File: src/rtl/uart_pkg.sv
// Shared definitions for the parameterised UART receiver: FSM state encoding,
// legal parameter ranges and a counter-width helper.
package uart_pkg;

    localparam int DATA_W_MIN        = 5;
    localparam int DATA_W_MAX        = 9;
    localparam int OVERSAMPLE_MIN    = 8;
    localparam int OVERSAMPLE_MAX    = 32;
    localparam int CLKS_PER_TICK_MIN = 1;
    localparam int CLKS_PER_TICK_MAX = 65535;
    localparam int STOP_BITS_MIN     = 1;
    localparam int STOP_BITS_MAX     = 2;

    typedef enum logic [2:0] {
        ST_IDLE   = 3'd0,
        ST_START  = 3'd1,
        ST_DATA   = 3'd2,
`ifdef UART_RX_PARITY_EN
        ST_PARITY = 3'd3,
`endif
        ST_STOP   = 3'd4
    } uart_state_e;

    // Width able to hold the values 0..n-1, never narrower than one bit.
    function automatic int cnt_width(input int n);
        return (n > 1) ? $clog2(n) : 1;
    endfunction

endpackage

File: src/rtl/uart_baud_tick.sv
// Divides clk by CLKS_PER_TICK into a one-cycle oversample tick; sync restarts
// the division so the first tick lands a full period after the restart.
module uart_baud_tick
    import uart_pkg::*;
#(
    parameter int CLKS_PER_TICK = 1
) (
    input  logic clk,
    input  logic rst_n,
    input  logic sync,
    output logic tick
);

    localparam int CW = cnt_width(CLKS_PER_TICK);
    localparam logic [CW-1:0] LAST = CW'(CLKS_PER_TICK - 1);

    logic [CW-1:0] cnt_reg;

    always_ff @(posedge clk or negedge rst_n) begin
        if (!rst_n) begin
            cnt_reg <= '0;
        end else if (sync || (cnt_reg == LAST)) begin
            cnt_reg <= '0;
        end else begin
            cnt_reg <= cnt_reg + 1'b1;
        end
    end

    assign tick = (cnt_reg == LAST) && !sync;

endmodule

File: src/rtl/uart_rx_param.sv
// Oversampling UART receiver with a valid/ack holding register and sticky overrun.
// Optional parity reception is enabled by defining UART_RX_PARITY_EN.
module uart_rx_param
    import uart_pkg::*;
#(
    parameter int DATA_W        = 8,
    parameter int OVERSAMPLE    = 16,
    parameter int CLKS_PER_TICK = 1,
    parameter int STOP_BITS     = 1,
    parameter int PARITY_ODD    = 0
) (
    input  logic              clk,
    input  logic              rst_n,
    input  logic              rx,
    input  logic              enable,
    output logic [DATA_W-1:0] data,
    output logic              valid,
    input  logic              ack,
    output logic              frame_err,
    output logic              parity_err,
    output logic              overrun,
    output logic              busy
);

    localparam int TW = cnt_width(OVERSAMPLE);
    localparam int BW = cnt_width(DATA_W);
    localparam logic [TW-1:0] HALF_LAST = TW'(OVERSAMPLE / 2 - 1);
    localparam logic [TW-1:0] FULL_LAST = TW'(OVERSAMPLE - 1);
    localparam logic [BW-1:0] DATA_LAST = BW'(DATA_W - 1);
    localparam logic [BW-1:0] STOP_LAST = BW'(STOP_BITS - 1);

    generate
        if (DATA_W < DATA_W_MIN || DATA_W > DATA_W_MAX) begin : g_bad_data_w
            $error("uart_rx_param: DATA_W out of range");
        end
        if (OVERSAMPLE < OVERSAMPLE_MIN || OVERSAMPLE > OVERSAMPLE_MAX || (OVERSAMPLE % 2) != 0) begin : g_bad_os
            $error("uart_rx_param: OVERSAMPLE out of range or odd");
        end
        if (CLKS_PER_TICK < CLKS_PER_TICK_MIN || CLKS_PER_TICK > CLKS_PER_TICK_MAX) begin : g_bad_cpt
            $error("uart_rx_param: CLKS_PER_TICK out of range");
        end
        if (STOP_BITS < STOP_BITS_MIN || STOP_BITS > STOP_BITS_MAX) begin : g_bad_stop
            $error("uart_rx_param: STOP_BITS out of range");
        end
        if (PARITY_ODD != 0 && PARITY_ODD != 1) begin : g_bad_par
            $error("uart_rx_param: PARITY_ODD must be 0 or 1");
        end
    endgenerate

    // [0],[1] form the synchronizer; [2] is the previous synchronized value.
    logic [2:0] rx_pipe_reg;
    logic       rx_sync;
    logic       rx_prev;
    logic       start_det;
    logic       tick;
    logic       bit_point;

    uart_state_e        state_reg, state_next;
    logic [TW-1:0]      tick_cnt_reg, tick_cnt_next;
    logic [BW-1:0]      bit_cnt_reg, bit_cnt_next;
    logic [DATA_W-1:0]  shift_reg, shift_next;
    logic               ferr_acc_reg, ferr_acc_next;
    logic               done_reg, done_next;
    logic [DATA_W-1:0]  data_reg, data_next;
    logic               valid_reg, valid_next;
    logic               frame_err_reg, frame_err_next;
    logic               overrun_reg, overrun_next;
`ifdef UART_RX_PARITY_EN
    logic               perr_acc_reg, perr_acc_next;
    logic               parity_err_reg, parity_err_next;
`endif

    assign rx_sync   = rx_pipe_reg[1];
    assign rx_prev   = rx_pipe_reg[2];
    assign start_det = enable && (state_reg == ST_IDLE) && rx_prev && !rx_sync;
    assign bit_point = tick && (tick_cnt_reg == FULL_LAST);

    uart_baud_tick #(
        .CLKS_PER_TICK(CLKS_PER_TICK)
    ) u_baud_tick (
        .clk  (clk),
        .rst_n(rst_n),
        .sync (start_det),
        .tick (tick)
    );

    always_ff @(posedge clk or negedge rst_n) begin
        if (!rst_n) begin
            rx_pipe_reg   <= '1;
            state_reg     <= ST_IDLE;
            tick_cnt_reg  <= '0;
            bit_cnt_reg   <= '0;
            shift_reg     <= '0;
            ferr_acc_reg  <= 1'b0;
            done_reg      <= 1'b0;
            data_reg      <= '0;
            valid_reg     <= 1'b0;
            frame_err_reg <= 1'b0;
            overrun_reg   <= 1'b0;
`ifdef UART_RX_PARITY_EN
            perr_acc_reg   <= 1'b0;
            parity_err_reg <= 1'b0;
`endif
        end else begin
            rx_pipe_reg   <= {rx_pipe_reg[1:0], rx};
            state_reg     <= state_next;
            tick_cnt_reg  <= tick_cnt_next;
            bit_cnt_reg   <= bit_cnt_next;
            shift_reg     <= shift_next;
            ferr_acc_reg  <= ferr_acc_next;
            done_reg      <= done_next;
            data_reg      <= data_next;
            valid_reg     <= valid_next;
            frame_err_reg <= frame_err_next;
            overrun_reg   <= overrun_next;
`ifdef UART_RX_PARITY_EN
            perr_acc_reg   <= perr_acc_next;
            parity_err_reg <= parity_err_next;
`endif
        end
    end

    // Receive FSM: tick counting and bit sampling.
    always_comb begin
        state_next    = state_reg;
        tick_cnt_next = tick_cnt_reg;
        bit_cnt_next  = bit_cnt_reg;
        shift_next    = shift_reg;
        ferr_acc_next = ferr_acc_reg;
        done_next     = 1'b0;
`ifdef UART_RX_PARITY_EN
        perr_acc_next = perr_acc_reg;
`endif
        if (tick && state_reg != ST_IDLE) begin
            tick_cnt_next = tick_cnt_reg + 1'b1;
        end

        case (state_reg)
            ST_IDLE: begin
                if (start_det) begin
                    state_next    = ST_START;
                    tick_cnt_next = '0;
                    bit_cnt_next  = '0;
                    ferr_acc_next = 1'b0;
`ifdef UART_RX_PARITY_EN
                    perr_acc_next = 1'b0;
`endif
                end
            end
            ST_START: begin
                if (tick && tick_cnt_reg == HALF_LAST) begin
                    tick_cnt_next = '0;
                    state_next    = rx_sync ? ST_IDLE : ST_DATA;
                end
            end
            ST_DATA: begin
                if (bit_point) begin
                    tick_cnt_next = '0;
                    shift_next    = {rx_sync, shift_reg[DATA_W-1:1]};
                    if (bit_cnt_reg == DATA_LAST) begin
                        bit_cnt_next = '0;
`ifdef UART_RX_PARITY_EN
                        state_next   = ST_PARITY;
`else
                        state_next   = ST_STOP;
`endif
                    end else begin
                        bit_cnt_next = bit_cnt_reg + 1'b1;
                    end
                end
            end
`ifdef UART_RX_PARITY_EN
            ST_PARITY: begin
                if (bit_point) begin
                    tick_cnt_next = '0;
                    perr_acc_next = ((^shift_reg) ^ rx_sync) != PARITY_ODD[0];
                    state_next    = ST_STOP;
                end
            end
`endif
            ST_STOP: begin
                if (done_reg) begin
                    state_next    = ST_IDLE;
                    tick_cnt_next = '0;
                end else if (bit_point) begin
                    tick_cnt_next = '0;
                    if (!rx_sync) begin
                        ferr_acc_next = 1'b1;
                    end
                    if (bit_cnt_reg == STOP_LAST) begin
                        bit_cnt_next = '0;
                        done_next    = 1'b1;
                    end else begin
                        bit_cnt_next = bit_cnt_reg + 1'b1;
                    end
                end
            end
            default: begin
                state_next = ST_IDLE;
            end
        endcase

        if (!enable) begin
            state_next = ST_IDLE;
            done_next  = 1'b0;
        end
    end

    // Holding register: a completed frame loads only if the slot is free or freeing now.
    always_comb begin
        data_next      = data_reg;
        valid_next     = valid_reg;
        frame_err_next = frame_err_reg;
        overrun_next   = overrun_reg;
`ifdef UART_RX_PARITY_EN
        parity_err_next = parity_err_reg;
`endif
        if (valid_reg && ack) begin
            valid_next   = 1'b0;
            overrun_next = 1'b0;
        end
        if (done_reg) begin
            if (!valid_reg || ack) begin
                data_next      = shift_reg;
                frame_err_next = ferr_acc_reg;
                valid_next     = 1'b1;
`ifdef UART_RX_PARITY_EN
                parity_err_next = perr_acc_reg;
`endif
            end else begin
                overrun_next = 1'b1;
            end
        end
    end

    assign data      = data_reg;
    assign valid     = valid_reg;
    assign frame_err = frame_err_reg;
    assign overrun   = overrun_reg;
    assign busy      = (state_reg != ST_IDLE);
`ifdef UART_RX_PARITY_EN
    assign parity_err = parity_err_reg;
`else
    assign parity_err = 1'b0;
`endif

endmodule
File: config.mk
export PLATFORM = sky130hd
export DESIGN_NAME = uart_rx_param
export DESIGN_NICKNAME = d
export VERILOG_FILES = /design/src/rtl/uart_pkg.sv /design/src/rtl/uart_baud_tick.sv /design/src/rtl/uart_rx_param.sv
export SDC_FILE = /design/constraint.sdc
export NUM_CORES = 1
export LEC_CHECK = 0
export ABC_AREA = 1
export CAP_MARGIN = 10
export CORE_UTILIZATION = 50
export CTS_BUF_LIST = sky130_fd_sc_hd__clkbuf_4 sky130_fd_sc_hd__clkbuf_8 sky130_fd_sc_hd__clkbuf_16
export CTS_CLUSTER_DIAMETER = 30
export CTS_CLUSTER_SIZE = 14
export DETAILED_ROUTE_END_ITERATION = 10
export PLACE_DENSITY = 0.71
export SLEW_MARGIN = 10
export SYNTH_ARGS = -nofsm -noshare
export SYNTH_HDL_FRONTEND = slang
export SYNTH_SLANG_ARGS = --single-unit
export TNS_END_PERCENT = 5
File: constraint.sdc
create_clock -name clk -period 2.75 [get_ports clk]
set_input_delay 0.55 -clock clk [delete_from_list [all_inputs] [get_ports clk]]
set_output_delay 0.55 -clock clk [all_outputs]
set_load 0.005 [all_outputs]
==> results.yml <==
run_status:
  status: "finished, final reports clean"
global_routing:
  antenna_found_initial: 0
  grt_pass1_wl_um: 4920
  grt_pass1_vias: 1161
  grt_max_degree: 36
  grtUsageTotal_pct: 19.8
  gr-total-overflow: 0
routing:
  initialDrtViolationCount: 69
  wl_per_cell_um: 11.4
  vias_per_cell: 4.88
  drt-total-wl_um: 2870
  vias: 1231
  dr.pass1.iters: 4
  ant_nets: 0
  drt_drc_violations_left: 0
pwr:
  pwr-share-seq_pct: 56.9
  p_comb_share_pct: 13.2
  power.internal_mw: 0.720
  leakagePower_nw: 0.911
  clockPowerShare_pct: 29.9
  p_sw_share_pct: 26.7
  switchingPower_mw: 0.262
  peakVddDrop_mv: 0.332
  power_density_mw_per_mm2: 521
worst_setup_path:
  end_kind: "output pin"
  path_cells: "inv_2, nand2_2, inv_1, nand2_1, clkdlybuf4s50_1"
  crit_slowest_cell: "clkdlybuf4s50_1"
  worstPathRequired_ns: 2.20
  cp_max_fo: 4
  startpoint_type: "flip-flop"
  arrival_ns: 1.58
  slowest_delay_ns: 0.51
  criticalPathCategory: "reg2out"
sta:
  slew_violations: 0
  finalCritPeriodShare_pct: 77.5
  finalClockSkew_ns: 0.0174
  fin_tns_setup_ns: 0
  setup_ws_ns: 0.619
  fmax_mhz: 469
  hold_viol_final: 0
  setup_viol: 0
  rsz0062_at_grt: "no"
  fin_crit_ns: 2.13
synthesis:
  synthCells: 184
  yosys.cell_types.count: 29
  synth-seq-cells: 35
  synth.avg_cell_area_um2: 8.75
  yosysWarnings: 0
  synth_edf_count: 0
  synth_area_mm2: 0.00161
  async_flop_share_pct: 100
  ys_seq_area_share_pct: 54.6
  synthFlopType: "dfrtp_1"
final_layout:
  diodes: 0
  drive_above_1_share_pct: 13.5
  nets: 216
  register_area_um2: 880
  multi_input_area_um2: 599
  area_delta_synth_final_pct: 17.1
  fillCellCount: 291
  fin_cells: 252
clock_network:
  cts_max_path_buffers: 2
  h-tree-depth: 2
  cts_tree: "built"
  clk_latency_ns: 0.34
  postCtsHoldBufs: 0
  numCtsBuffers: 5
  post-cts-setup-buffers: 0
  clockRootBuffer: "clkbuf_4"
  clk_pin_slew_worst_paths_ns: 0.11
  cts.sinks: 35
  cts_resized: 0
floorplanning:
  fp.dieW_um: 58.8
  coreArea_mm2: 0.00305
  die-area_mm2: 0.00345
  io_pins: 18
  start_util_pct: 52.7
  rows: 20
  dieHeight_um: 58.8
placement:
  io_buffer_count: 16
  gp_congestion: 0.893
  post-place-ws_ns: 0.672
  dp_cells: 244
  hpwl_um: 2100
job:
  max-cap-violations: 0
hold_path:
  hold_class: "reg2reg"
final cells by class:
class                   count  area share, %
flip-flops and latches     35           46.6
inverters                  30           5.97
clock inverters             1          0.265
clock buffers               7           3.12
well taps                  44           2.92
repair buffers             18           9.29
multi-input cells         117           31.8
cell families (layout without fill, tap and decap cells):
family,after synthesis,in the layout,share of synthesized area [%]
DFF,35,35,54.6
AOI/OAI and AO/OA,27,27,8.86
and+or+nand+nor,80,80,22.4
muxes,2,2,1.32
xor gates and xnor gates,2,2,1.09
adders and majority gates,4,4,3.11
other,1,2,0.233
buffers and inverters,33,56,8.39
path summary, 6_finish.rpt:
kind / end / cells after the start / startpoint / slack [ns]
setup / recovery: busy / 5 / state_reg[0] / 0.62
hold / removal: rx_pipe_reg[2] / 0 / rx_pipe_reg[1] / 0.36
setup reg to reg: tick_cnt_reg[3] / 9 / rx_pipe_reg[1] / 1.16
hold reg to reg: rx_pipe_reg[2] / 0 / rx_pipe_reg[1] / 0.36
max in group asynchronous: rx_pipe_reg[0] / 2 / rst_n / 1.79
min in group asynchronous: overrun / 2 / rst_n / 0.61
worst max-delay path: cells and delay by family (launching register included):
kind | cells | cell delay, ns
flip-flops | 1 | 0.42
AND/OR/NAND/NOR | 2 | 0.21
buffers and inverters | 3 | 0.62
cells in the mapped netlist, types with 2 or more instances:
master	count	area, um^2
nand3_1	8	40.0
nor2_1	16	60.1
inv_2	5	18.8
o21ai_1	13	65.1
dfstp_2	3	78.8
xor2_1	2	17.5
o21ai_0	10	50.1
nand2_1	45	169
dfrtp_1	32	801
nor2_2	3	18.8
inv_1	25	93.8
nand2_2	2	12.5
ha_1	4	50.1
stage by stage:
| step | power, mW | area, um^2 | hold slack, ns | util, % |
|---|---|---|---|---|
| 6_report | 0.982 | 1890 | 0.360 | 61.8 |
| 5_1_grt | 1.04 | 1890 | 0.370 | 61.8 |
| 4_1_cts | 0.996 | 1890 | 0.362 | 61.8 |
| 3_5_place_dp | 0.697 | 1820 | 0.348 | 59.7 |
| 3_3_place_gp | 0.692 | 1820 | 0.347 | 59.7 |
| 2_1_floorplan | 0.652 | 1610 | 0.254 | - |
routing by layer:
| layer | wire length [um] | GRT usage [%] | vias to the layer above |
|---|---|---|---|
| li1 | - | - | 612 |
| met1 | 1290 | 24.5 | 572 |
| met2 | 1380 | 31.3 | 39 |
| met3 | 147 | 6.37 | 8 |
| met4 | 56 | 9.52 | 0 |
| met5 | 0 | 0 | - |
power groups by stage:
stage	Clock, mW	Combinational [mW]	Sequential (mW)
after detailed placement	0	0.129	0.569
after global placement	0	0.124	0.568
final	0.294	0.130	0.559
after floorplan	0	0.0878	0.564
after CTS	0.308	0.130	0.558
after global routing	0.324	0.147	0.564
cells in the final DEF, fill, tap and decap left out, types with 2 or more instances in the layout:
cell and count:
nand2_1 45, dfrtp_1 32, inv_1 25, nor2_1 16, clkdlybuf4s50_1 16, o21ai_1 13
o21ai_0 10, nand3_1 8, clkbuf_4 6, inv_2 5, ha_1 4, nor2_2 3
dfstp_2 3, nand2_2 2, xor2_1 2, conb_1 2, buf_4 2
No activity file was read; power rests on OpenSTA's default activity.
